## config.mk

```make
export PLATFORM = sky130hd
export DESIGN_NAME = ps2_key_decoder_flat
export DESIGN_NICKNAME = d
export VERILOG_FILES = /design/src/rtl/snake_pkg.sv /design/src/rtl/ps2_key_decoder_if.sv /design/src/rtl/ps2_key_decoder_frame_rx.sv /design/src/rtl/ps2_key_decoder.sv /design/src/flat_wrapper.sv
export SDC_FILE = /design/constraint.sdc
export NUM_CORES = 1
export LEC_CHECK = 0
export CAP_MARGIN = 0
export CORE_MARGIN = 5
export CORE_UTILIZATION = 60
export CTS_BUF_LIST = sky130_fd_sc_hd__clkbuf_8
export DETAILED_ROUTE_END_ITERATION = 7
export PLACE_DENSITY = 0.79
export SETUP_SLACK_MARGIN = 0.5
export SLEW_MARGIN = 20
export SYNTH_ARGS = -nofsm -noshare
export SYNTH_HDL_FRONTEND = slang
export SYNTH_HIERARCHICAL = 1
export SYNTH_SLANG_ARGS = --single-unit
```

## constraint.sdc

```tcl
create_clock -name clk -period 5.01 [get_ports clk]
set_clock_uncertainty 0.1 [all_clocks]
set_input_delay 1.002 -clock clk [delete_from_list [all_inputs] [get_ports clk]]
set_output_delay 1.002 -clock clk [all_outputs]
set_load 0.1 [all_outputs]
```

## src/rtl/snake_pkg.sv

```systemverilog
// Shared constants for the snake game: direction codes, PS/2 scan codes and
// the state encodings used by the keyboard decoder.
package snake_pkg;

  localparam logic [3:0] KEY_UP    = 4'b0001;
  localparam logic [3:0] KEY_DOWN  = 4'b0010;
  localparam logic [3:0] KEY_LEFT  = 4'b0100;
  localparam logic [3:0] KEY_RIGHT = 4'b1000;

  localparam logic [7:0] SC_EXT   = 8'hE0;
  localparam logic [7:0] SC_BRK   = 8'hF0;
  localparam logic [7:0] SC_ENTER = 8'h5A;
  localparam logic [7:0] SC_W     = 8'h1D;
  localparam logic [7:0] SC_S     = 8'h1B;
  localparam logic [7:0] SC_A     = 8'h1C;
  localparam logic [7:0] SC_D     = 8'h23;
  localparam logic [7:0] SC_UP    = 8'h75;
  localparam logic [7:0] SC_DOWN  = 8'h72;
  localparam logic [7:0] SC_LEFT  = 8'h6B;
  localparam logic [7:0] SC_RIGHT = 8'h74;

  // Code FSM: plain keys, after E0, after F0, after E0 F0
  localparam logic [1:0] C_NORM    = 2'd0;
  localparam logic [1:0] C_EXT     = 2'd1;
  localparam logic [1:0] C_BRK     = 2'd2;
  localparam logic [1:0] C_EXT_BRK = 2'd3;

  // Frame FSM: waiting for a start bit, or collecting bits
  localparam logic [0:0] F_IDLE  = 1'b0;
  localparam logic [0:0] F_SHIFT = 1'b1;

  // Direction for a WASD make code, zero when the byte is not one of them
  function automatic logic [3:0] wasdKey(input logic [7:0] sc);
    logic [3:0] k;
    k = 4'b0000;
    case (sc)
      SC_W:    k = KEY_UP;
      SC_S:    k = KEY_DOWN;
      SC_A:    k = KEY_LEFT;
      SC_D:    k = KEY_RIGHT;
      default: k = 4'b0000;
    endcase
    return k;
  endfunction

  // Direction for an extended (E0-prefixed) arrow code, zero otherwise
  function automatic logic [3:0] arrowKey(input logic [7:0] sc);
    logic [3:0] k;
    k = 4'b0000;
    case (sc)
      SC_UP:    k = KEY_UP;
      SC_DOWN:  k = KEY_DOWN;
      SC_LEFT:  k = KEY_LEFT;
      SC_RIGHT: k = KEY_RIGHT;
      default:  k = 4'b0000;
    endcase
    return k;
  endfunction

endpackage

```

## src/rtl/ps2_key_decoder_if.sv

```systemverilog
// PS/2 pins in, game-facing direction/start/error outputs back.
// master = keyboard/board side, slave = decoder side.
interface ps2_key_decoder_if;
  logic       ps2_clk;
  logic       ps2_data;
  logic [3:0] key;
  logic       key_valid;
  logic       start;
  logic       frame_err;

  modport master (output ps2_clk, output ps2_data,
                  input key, input key_valid, input start, input frame_err);
  modport slave  (input ps2_clk, input ps2_data,
                  output key, output key_valid, output start, output frame_err);
endinterface

```

## src/rtl/ps2_key_decoder_frame_rx.sv

```systemverilog
// PS/2 frame receiver: synchronizes and debounces the raw pins, finds clock
// falling edges and assembles 11-bit frames into bytes. byte_rdy_o and
// frame_err_o are combinational strobes in the cycle of the deciding edge.
module ps2_frame_rx
  import snake_pkg::*;
#(
  parameter int FILTER_LEN  = 8,
  parameter int TIMEOUT_CYC = 200000
) (
  input  logic       clk,
  input  logic       rst,
  input  logic       ps2_clk_i,
  input  logic       ps2_data_i,
  output logic [7:0] byte_o,
  output logic       byte_rdy_o,
  output logic       frame_err_o
);

  localparam int FW = $clog2(FILTER_LEN + 1);
  localparam int TW = $clog2(TIMEOUT_CYC + 1);

  logic [1:0]    clkSync_q, dataSync_q;
  logic          filt_q, fe_q;
  logic [FW-1:0] filtCnt_q;
  logic [0:0]    state_q, state_d;
  logic [3:0]    bitCnt_q, bitCnt_d;
  logic [7:0]    shift_q, shift_d;
  logic          par_q, par_d;
  logic [TW-1:0] toCnt_q, toCnt_d;
  logic          bitIn, timeout;

  // Two-flop synchronizers; idle-high so a reset never fakes an edge
  always_ff @(posedge clk) begin
    if (rst) begin
      clkSync_q  <= 2'b11;
      dataSync_q <= 2'b11;
    end else begin
      clkSync_q  <= {clkSync_q[0], ps2_clk_i};
      dataSync_q <= {dataSync_q[0], ps2_data_i};
    end
  end

  // Clock filter: flip only after FILTER_LEN agreeing samples; flag 1->0 flips
  always_ff @(posedge clk) begin
    if (rst) begin
      filt_q    <= 1'b1;
      filtCnt_q <= '0;
      fe_q      <= 1'b0;
    end else begin
      fe_q <= 1'b0;
      if (clkSync_q[1] == filt_q) begin
        filtCnt_q <= '0;
      end else if (filtCnt_q == FW'(FILTER_LEN - 1)) begin
        filt_q    <= clkSync_q[1];
        filtCnt_q <= '0;
        fe_q      <= filt_q;
      end else begin
        filtCnt_q <= filtCnt_q + 1'b1;
      end
    end
  end

  assign bitIn   = dataSync_q[1];
  assign timeout = (state_q == F_SHIFT) && (toCnt_q == TW'(TIMEOUT_CYC - 1));
  assign byte_o  = shift_q;

  // Frame FSM next state; an edge always beats a coincident timeout
  always_comb begin
    state_d     = state_q;
    bitCnt_d    = bitCnt_q;
    shift_d     = shift_q;
    par_d       = par_q;
    toCnt_d     = toCnt_q;
    byte_rdy_o  = 1'b0;
    frame_err_o = 1'b0;
    if (fe_q) begin
      toCnt_d = '0;
      if (state_q == F_IDLE) begin
        if (!bitIn) begin
          state_d  = F_SHIFT;
          bitCnt_d = 4'd0;
        end
      end else begin
        bitCnt_d = bitCnt_q + 4'd1;
        if (bitCnt_q < 4'd8) begin
          shift_d = {bitIn, shift_q[7:1]};
        end else if (bitCnt_q == 4'd8) begin
          par_d = bitIn;
        end else begin
          state_d  = F_IDLE;
          bitCnt_d = 4'd0;
          if (bitIn && ((^shift_q) ^ par_q)) byte_rdy_o = 1'b1;
          else                               frame_err_o = 1'b1;
        end
      end
    end else if (state_q == F_SHIFT) begin
      if (timeout) begin
        state_d     = F_IDLE;
        bitCnt_d    = 4'd0;
        toCnt_d     = '0;
        frame_err_o = 1'b1;
      end else begin
        toCnt_d = toCnt_q + 1'b1;
      end
    end
  end

  // Frame FSM registers
  always_ff @(posedge clk) begin
    if (rst) begin
      state_q  <= F_IDLE;
      bitCnt_q <= '0;
      shift_q  <= '0;
      par_q    <= 1'b0;
      toCnt_q  <= '0;
    end else begin
      state_q  <= state_d;
      bitCnt_q <= bitCnt_d;
      shift_q  <= shift_d;
      par_q    <= par_d;
      toCnt_q  <= toCnt_d;
    end
  end

endmodule

```

## src/rtl/ps2_key_decoder.sv

```systemverilog
// PS/2 keyboard to snake direction decoder. Turns received bytes into a held
// one-hot direction, a start pulse for Enter and an error pulse for bad frames.
module ps2_key_decoder
  import snake_pkg::*;
#(
  parameter int FILTER_LEN  = 8,
  parameter int TIMEOUT_CYC = 200000
) (
  input logic               clk,
  input logic               rst,
  ps2_key_decoder_if.slave  bus
);

  logic [7:0] rxByte;
  logic       rxRdy, rxErr;
  logic [1:0] cState_q, cState_d;
  logic [3:0] key_q, key_d;
  logic       keyValid_q, keyValid_d;
  logic       start_q, start_d;
  logic       frameErr_q, frameErr_d;
  logic [3:0] wasd, arrow;

  ps2_frame_rx #(
    .FILTER_LEN (FILTER_LEN),
    .TIMEOUT_CYC(TIMEOUT_CYC)
  ) u_rx (
    .clk        (clk),
    .rst        (rst),
    .ps2_clk_i  (bus.ps2_clk),
    .ps2_data_i (bus.ps2_data),
    .byte_o     (rxByte),
    .byte_rdy_o (rxRdy),
    .frame_err_o(rxErr)
  );

  assign wasd  = wasdKey(rxByte);
  assign arrow = arrowKey(rxByte);

  // Code FSM: track E0/F0 prefixes and decide which byte produces an output
  always_comb begin
    cState_d   = cState_q;
    key_d      = key_q;
    keyValid_d = 1'b0;
    start_d    = 1'b0;
    frameErr_d = rxErr;
    if (rxErr) begin
      cState_d = C_NORM;
    end else if (rxRdy) begin
      case (cState_q)
        C_NORM: begin
          if (rxByte == SC_EXT) begin
            cState_d = C_EXT;
          end else if (rxByte == SC_BRK) begin
            cState_d = C_BRK;
          end else if (wasd != 4'b0000) begin
            key_d      = wasd;
            keyValid_d = 1'b1;
          end else if (rxByte == SC_ENTER) begin
            start_d = 1'b1;
          end
        end
        C_EXT: begin
          if (arrow != 4'b0000) begin
            key_d      = arrow;
            keyValid_d = 1'b1;
            cState_d   = C_NORM;
          end else if (rxByte == SC_BRK) begin
            cState_d = C_EXT_BRK;
          end else begin
            cState_d = C_NORM;
          end
        end
        default: cState_d = C_NORM;
      endcase
    end
  end

  // Code FSM state and output registers
  always_ff @(posedge clk) begin
    if (rst) begin
      cState_q   <= C_NORM;
      key_q      <= KEY_RIGHT;
      keyValid_q <= 1'b0;
      start_q    <= 1'b0;
      frameErr_q <= 1'b0;
    end else begin
      cState_q   <= cState_d;
      key_q      <= key_d;
      keyValid_q <= keyValid_d;
      start_q    <= start_d;
      frameErr_q <= frameErr_d;
    end
  end

  assign bus.key       = key_q;
  assign bus.key_valid = keyValid_q;
  assign bus.start     = start_q;
  assign bus.frame_err = frameErr_q;

endmodule

```

## src/flat_wrapper.sv

```systemverilog
// flat-port wrapper written by rule: the top's interface ports become plain ports
module ps2_key_decoder_flat import snake_pkg::*;
#(
  parameter int FILTER_LEN  = 8,
  parameter int TIMEOUT_CYC = 200000
)
  (clk, rst, bus_ps2_clk, bus_ps2_data, bus_key, bus_key_valid, bus_start, bus_frame_err);
  ps2_key_decoder_if bus_i ();
  input logic clk;
  input logic rst;
  input wire logic [$bits(bus_i.ps2_clk)-1:0] bus_ps2_clk;
  input wire logic [$bits(bus_i.ps2_data)-1:0] bus_ps2_data;
  output wire logic [$bits(bus_i.key)-1:0] bus_key;
  output wire logic [$bits(bus_i.key_valid)-1:0] bus_key_valid;
  output wire logic [$bits(bus_i.start)-1:0] bus_start;
  output wire logic [$bits(bus_i.frame_err)-1:0] bus_frame_err;
  assign bus_i.ps2_clk = bus_ps2_clk;
  assign bus_i.ps2_data = bus_ps2_data;
  assign bus_key = bus_i.key;
  assign bus_key_valid = bus_i.key_valid;
  assign bus_start = bus_i.start;
  assign bus_frame_err = bus_i.frame_err;
  ps2_key_decoder #(.FILTER_LEN(FILTER_LEN), .TIMEOUT_CYC(TIMEOUT_CYC)) u_core (.clk(clk), .rst(rst), .bus(bus_i));
endmodule
```

== After elaboration in Yosys (flattened, before gate mapping) ==
Cells that the tools add are included.
Word-level totals
  logic and storage cells: 114
  memory bits (read-only): 0
  bits in latches: 0
  output and inout bits: 7
  RAM bits: 0
  memories: 0
  input bits: 4
  flip-flop bits (word level): 51
Cells by class
  reductions and logical operators: 21
  bitwise logic cells: 7
  $add $sub $neg: 3
  $mul: 0
  multiplexer cells: 45
  div/mod/pow operators: 0
  equal/unequal tests: 22
  order comparisons: 1
  shift-type cells: 0
Operators with widths (count)
  4-bit two-way mux: 11
  8-bit by 7-bit == test with 1-bit output, second input constant: 5
  4-bit case mux with 4 select lines: 2
  8-bit by 5-bit == test with 1-bit output, second input constant: 3
  1-bit two-way mux: 24
  18-bit by 1-bit adder with 18-bit output, second input constant: 1
  18-bit == test, second input constant: 1
  18-bit two-way mux: 1
  8-bit == test, second input constant: 2
  3-bit OR reduction: 3
  4-bit by 1-bit adder with 4-bit output, second input constant: 2
  8-bit by 6-bit == test with 1-bit output, second input constant: 1
  2-bit two-way mux: 4
  4-bit case mux with 2 select lines: 1
  4-bit nonzero test: 2
  8-bit parity: 1
  7-bit AND reduction: 1
  7-bit OR reduction: 1
  2-bit by 1-bit inequality test with 1-bit output, second input constant: 3
  1-bit NOT: 6
  3-bit AND reduction: 2
  2-bit nonzero test: 3
  4-bit by 3-bit == test with 1-bit output, second input constant: 1
  4-bit == test, second input constant: 1
  13 further kinds: 17

== Longest topological paths before layout ==
  depth after elaboration: 10
  mapped depth: 10
  depth with buffers taken out: 10

== Modules after synthesis ==
The synthesis kept the hierarchy.
By module, submodules not included
  ps2_frame_rx: times used 1, area an instance 1884.3 µm², seq. area each 840.8 µm², cells each 201
  ps2_key_decoder: times used 1, area an instance 621.8 µm², seq. area each 180.2 µm², cells each 74

== Worst setup path before layout ==
OpenSTA, ideal clock, no wires.
  kind: flip-flop to flip-flop
  start: reg u_core.u_rx.shift_q[2], in the netlist u_core/u_rx/byte_o[2]
  end: reg u_core.key_q[0], in the netlist u_core/bus.key[0]
  clock period less this slack: 2.503 ns
  library setup time: 0.072 ns
  data arrival time: 2.331 ns
  required time: 4.838 ns
  slack: 2.507 ns
  cell stages (with the launch flop): 9
  buffers on the path: 0
  cells stage by stage: dfxtp_1 -> xnor2_1 -> xnor3_1 -> xnor2_1 -> nand2_1 -> nor3_1 -> or2b_2 -> nor4_4 -> mux2i_1
Between the ends
  elaborated cells on any way between the ends: 38
  classes of those cells: eq/ne (14); mux (17); bitwise (2); reduce/logical (5)
RTL lines
  from (decl): RTL line ps2_key_decoder_frame_rx.sv:27  | logic [7:0] shift_q, shift_d;
  from (signal assigned): RTL line ps2_key_decoder_frame_rx.sv:119  | shift_q <= shift_d;
  8-bit parity: RTL line ps2_key_decoder_frame_rx.sv:92  | if (bitIn && ((^shift_q) ^ par_q)) byte_rdy_o = 1'b1;
  1-bit XOR: RTL line ps2_key_decoder_frame_rx.sv:92
  1-bit logical AND: RTL line ps2_key_decoder_frame_rx.sv:92
  1-bit two-way mux: RTL line ps2_key_decoder_frame_rx.sv:92
  1-bit two-way mux: RTL line ps2_key_decoder_frame_rx.sv:87  | end else if (bitCnt_q == 4'd8) begin
  1-bit two-way mux: RTL line ps2_key_decoder_frame_rx.sv:85  | if (bitCnt_q < 4'd8) begin
  1-bit two-way mux: RTL line ps2_key_decoder_frame_rx.sv:78  | if (state_q == F_IDLE) begin
  1-bit two-way mux: RTL line ps2_key_decoder_frame_rx.sv:76  | if (fe_q) begin
  named net u_core.rxRdy: RTL line ps2_key_decoder.sv:15  | logic rxRdy, rxErr;
  7-bit AND reduction (no line)
  to (signal assigned): RTL line ps2_key_decoder.sv:88  | key_q <= key_d;
  to (decl): RTL line ps2_key_decoder.sv:17  | logic [3:0] key_q, key_d;
The timed path passes the listed nets, and every way through them passes these cells. The select of a mux whose other input is x is not followed.
A chain may end at the register's enable or synchronous reset.

== Worst setup path in the final report ==
  start: reg u_core.key_q[0], in the netlist u_core/bus.key[0]
  end: out bus_key[0]
RTL lines
  to (decl): RTL line flat_wrapper.sv:13  | output wire logic [$bits(bus_i.key)-1:0] bus_key;
No word-level cell between the ends.

==> out/qor.txt <==
outcome = finished clean
met3 Resource Use GR = 0.04406
Cell Area, Synth = 2506 um2
final net count = 291
Port Buf Inserts = 10
post-synthesis compound-gate area fraction = 0.06740
WL per Instance = 12.90 um
most common cell after layout, fill and taps aside = sky130_fd_sc_hd__dfxtp_1
hold violation count in the final report = 0
largest voltage drop on the vdd net = 0.1915 mV
share of cells above drive strength 1 = 0.08803
met2 usage in global routing = 0.2644
peak per-stage delay on the critical path = 1130 ps
Lkg Pwr = 0.9749 nW
endpoint class of the critical path = output port
share of total power in the clock network = 0.371
count of antenna-violating nets left after detailed routing = 0
met1 Use GR = 0.2417
Power Density = 248.1 nW/um2
Gates resized, CTS repair = 0
number of synthesized flops with an enable pin = 0
share of the synthesized netlist area taken by xor and xnor gates = 0.09636
worst-path fanout max = 2
sequential cell area fraction in the yosys report = 0.4074
area share of and/or/nand/nor cells after synthesis = 0.3020
CTS max path bufs = 2
GRT Residual Overflow = 0
post-synthesis mux area share = 0.06390
worst-path cell with the longest stage delay = sky130_fd_sc_hd__clkdlybuf4s50_1
Cells after Synth = 275
area growth from synthesis to final layout = 7.489%
Final period util = 0.5785
Clock transition at path regs = 100 ps
Row Count = 23
overall die width = 74.63 um
critical path's top delay family = buffers and inverters
FFs w/ async S/R, synth = 0
number of different library cells in the post-synthesis netlist = 50
vertical die dimension = 74.63 um
RR Startpoint = u_core/u_rx/byte_o[1]$_SDFFE_PP0P_
hold crit path type = flip-flop to flip-flop
cts hold-fix bufs = 0
critical path cell sequence = clkdlybuf4s50_1
total wire length = 4309 um
switching share of total power = 0.2296
arrival time of the worst setup path = 1800 ps
floorplan die area = 5570 um2
I/O pin total = 11
Hold Crit Endpoint = u_core/u_rx/clkSync_q[1]$_SDFF_PP1_
CTS sink count = 51
Worst Min Path Start = u_core/u_rx/clkSync_q[0]$_SDFF_PP1_
total iterations of the first detailed-routing run = 4
CTS tree = yes
CTS HTree Levels = 2
YS warnings = 6
first-pass GRT wire length = 7734 um
Synth Flop Type = sky130_fd_sc_hd__dfxtp_1
global placer's final weighted congestion = 0.7917
maximum number of pins on one net before global-route repair = 27
reported max-cap violation count = 0
part of the power in registers = 0.610
Hold Path Depth = 1
Remaining DRCs = 0
largest family of logic cells by synthesized area = simple AND/OR/NAND/NOR gates
Worst Setup Path Type = flip-flop to output port
Max Transition Viols Final = 0
switching component of the power = 0.1534 mW
antenna violations before repair = 0
worst-skew pair later-pin latency = 310 ps
total power draw = 0.6683 mW
required time at the worst-slack endpoint = 3910 ps
leading cell types in the layout, fill and taps excluded = 51 x sky130_fd_sc_hd__dfxtp_1, 41 x sky130_fd_sc_hd__nor2_1, 16 x sky130_fd_sc_hd__mux2i_1
HPWL after DPL = 3060 um
via count of the first global-routing pass = 1724
highest achievable clock rate = 345.0 MHz
number of antenna cells inserted = 0
Cell Int Power = 0.5148 mW
via count = 1869
nets in the synthesized netlist = 283
busiest layer in global routing = met2
area of the core = 4029 um2
Final Critical Period = 2898 ps
part of the total power dissipated in combinational logic = 0.019
average instance area after synthesis = 9.113 um2
global-route usage over all layers = 0.1758
kind of launch point of the worst setup path = flip-flop
Post-Synth Adder-Cell Area = 0.01997
post-synthesis register bit count = 51
worst-case hold slack = 322.9 ps
Reg2Reg Depth = 8
RSZ-0062 raised after global routing = false
Buffers & Inverters on Critical Path = 1
worst slew slack as a fraction of its limit = 0.3542
post-CTS setup-driven buffer insertion count = 0
effective utilization at floorplan = 0.6220
setup violation total in the final timing report = 0
initial drt markers = 94
transition time at the pin with the least slew margin = 965.7 ps
TNS Setup = 0 ps
Reg2Reg Capture Point = u_core/bus.key[0]$_SDFFE_PP0P_
clock root buffer = sky130_fd_sc_hd__clkbuf_8
detailed-route vias per instance = 5.596
FF-to-FF setup slack = 2130 ps
CTS buffer count = 5
-- stage by stage --
step	util	area (um2)	std cells	setup slack [ps]
2_1_floorplan	-	2506	275	2507
3_3_place_gp	0.6450	2599	326	2043
3_5_place_dp	0.6450	2599	326	1995
4_1_cts	0.6686	2694	334	2098
5_1_grt	0.6686	2694	334	1904
6_report	0.6686	2694	334	2112
-- metal layers --
| metal | share of wire | wire [um] |
|---|---|---|
| met5 | 0 | 0 |
| met4 | 0.016 | 70 |
| met3 | 0.040 | 174 |
| met2 | 0.43 | 1867 |
| met1 | 0.51 | 2196 |
-- sequential cells by signal, indices dropped and copies added (netlist names) --
| name | count |
|---|---|
| u_core/u_rx/toCnt_q | 18 |
| u_core/bus.key | 4 |
| u_core/u_rx/par_q | 1 |
| u_core/cState_q | 2 |
| u_core/u_rx/fe_q | 1 |
| u_core/u_rx/filt_q | 1 |
| u_core/bus.start | 1 |
| u_core/u_rx/filtCnt_q | 4 |
| u_core/bus.frame_err | 1 |
| u_core/u_rx/clkSync_q | 2 |
| u_core/u_rx/bitCnt_q | 4 |
| u_core/u_rx/byte_o | 8 |
| u_core/bus.key_valid | 1 |
| u_core/u_rx/state_q | 1 |
| u_core/u_rx/dataSync_q | 2 |
-- worst max path at each step --
stage                                            start                             end  slack, ps  cells after the start
floorplan           u_core/u_rx/byte_o[2]$_SDFFE_PP0P_  u_core/bus.key[0]$_SDFFE_PP0P_       2510                      8
global placement                                   rst     u_core/bus.start$_SDFF_PP0_       2040                      5
detailed placement                                 rst     u_core/bus.start$_SDFF_PP0_       1990                      5
CTS                     u_core/bus.key[0]$_SDFFE_PP0P_                      bus_key[0]       2100                      1
global route        u_core/u_rx/byte_o[1]$_SDFFE_PP0P_  u_core/bus.key[0]$_SDFFE_PP0P_       1900                      8
finish                  u_core/bus.key[0]$_SDFFE_PP0P_                      bus_key[0]       2110                      1
-- power groups by stage --
stage                     Combinational (mW)  Sequential (mW)  Clock [mW]
after floorplan                      0.00838            0.417           0
after global placement                0.0128            0.417           0
after detailed placement              0.0129            0.417           0
after CTS                             0.0129            0.408       0.256
after global routing                  0.0144            0.408       0.278
final                                 0.0128            0.408       0.248
-- cell families (layout without fill, tap and decap cells) --
kind of cell	count (synthesis)	in the layout
xor gates and xnor gates	26	26
adders and majority gates	4	4
AOI/OAI and AO/OA	23	23
muxes	16	16
DFF	51	51
buffers and inverters	18	27
and+or+nand+nor	137	137
-- synthesized netlist by cell type (all sizes together) (3+ instances only) --
library cell,instances,area share
or2,5,0.012
nand2,14,0.021
and3,6,0.018
nor2,41,0.061
nor3,15,0.030
nand4,6,0.015
inv,8,0.012
ha,4,0.020
buf,8,0.028
nor2b,6,0.015
nor3b,3,0.0090
nor4,4,0.016
xor2,10,0.035
nand3,13,0.026
or3,3,0.0075
mux2i,16,0.064
and4,3,0.010
nand2b,6,0.015
xnor2,15,0.052
a21oi,9,0.019
dfxtp,51,0.41
-- final cells by class --
type	instances	area [um2]
clock inverters	3	26.28
fillers	346	1335
inverters	8	30.03
clock buffers	5	68.82
flip-flops and latches	51	1021
multi-input cells	206	1378
well taps	50	62.56
repair buffers	11	107.6
Note: power is estimated with default switching activity, not from simulation.
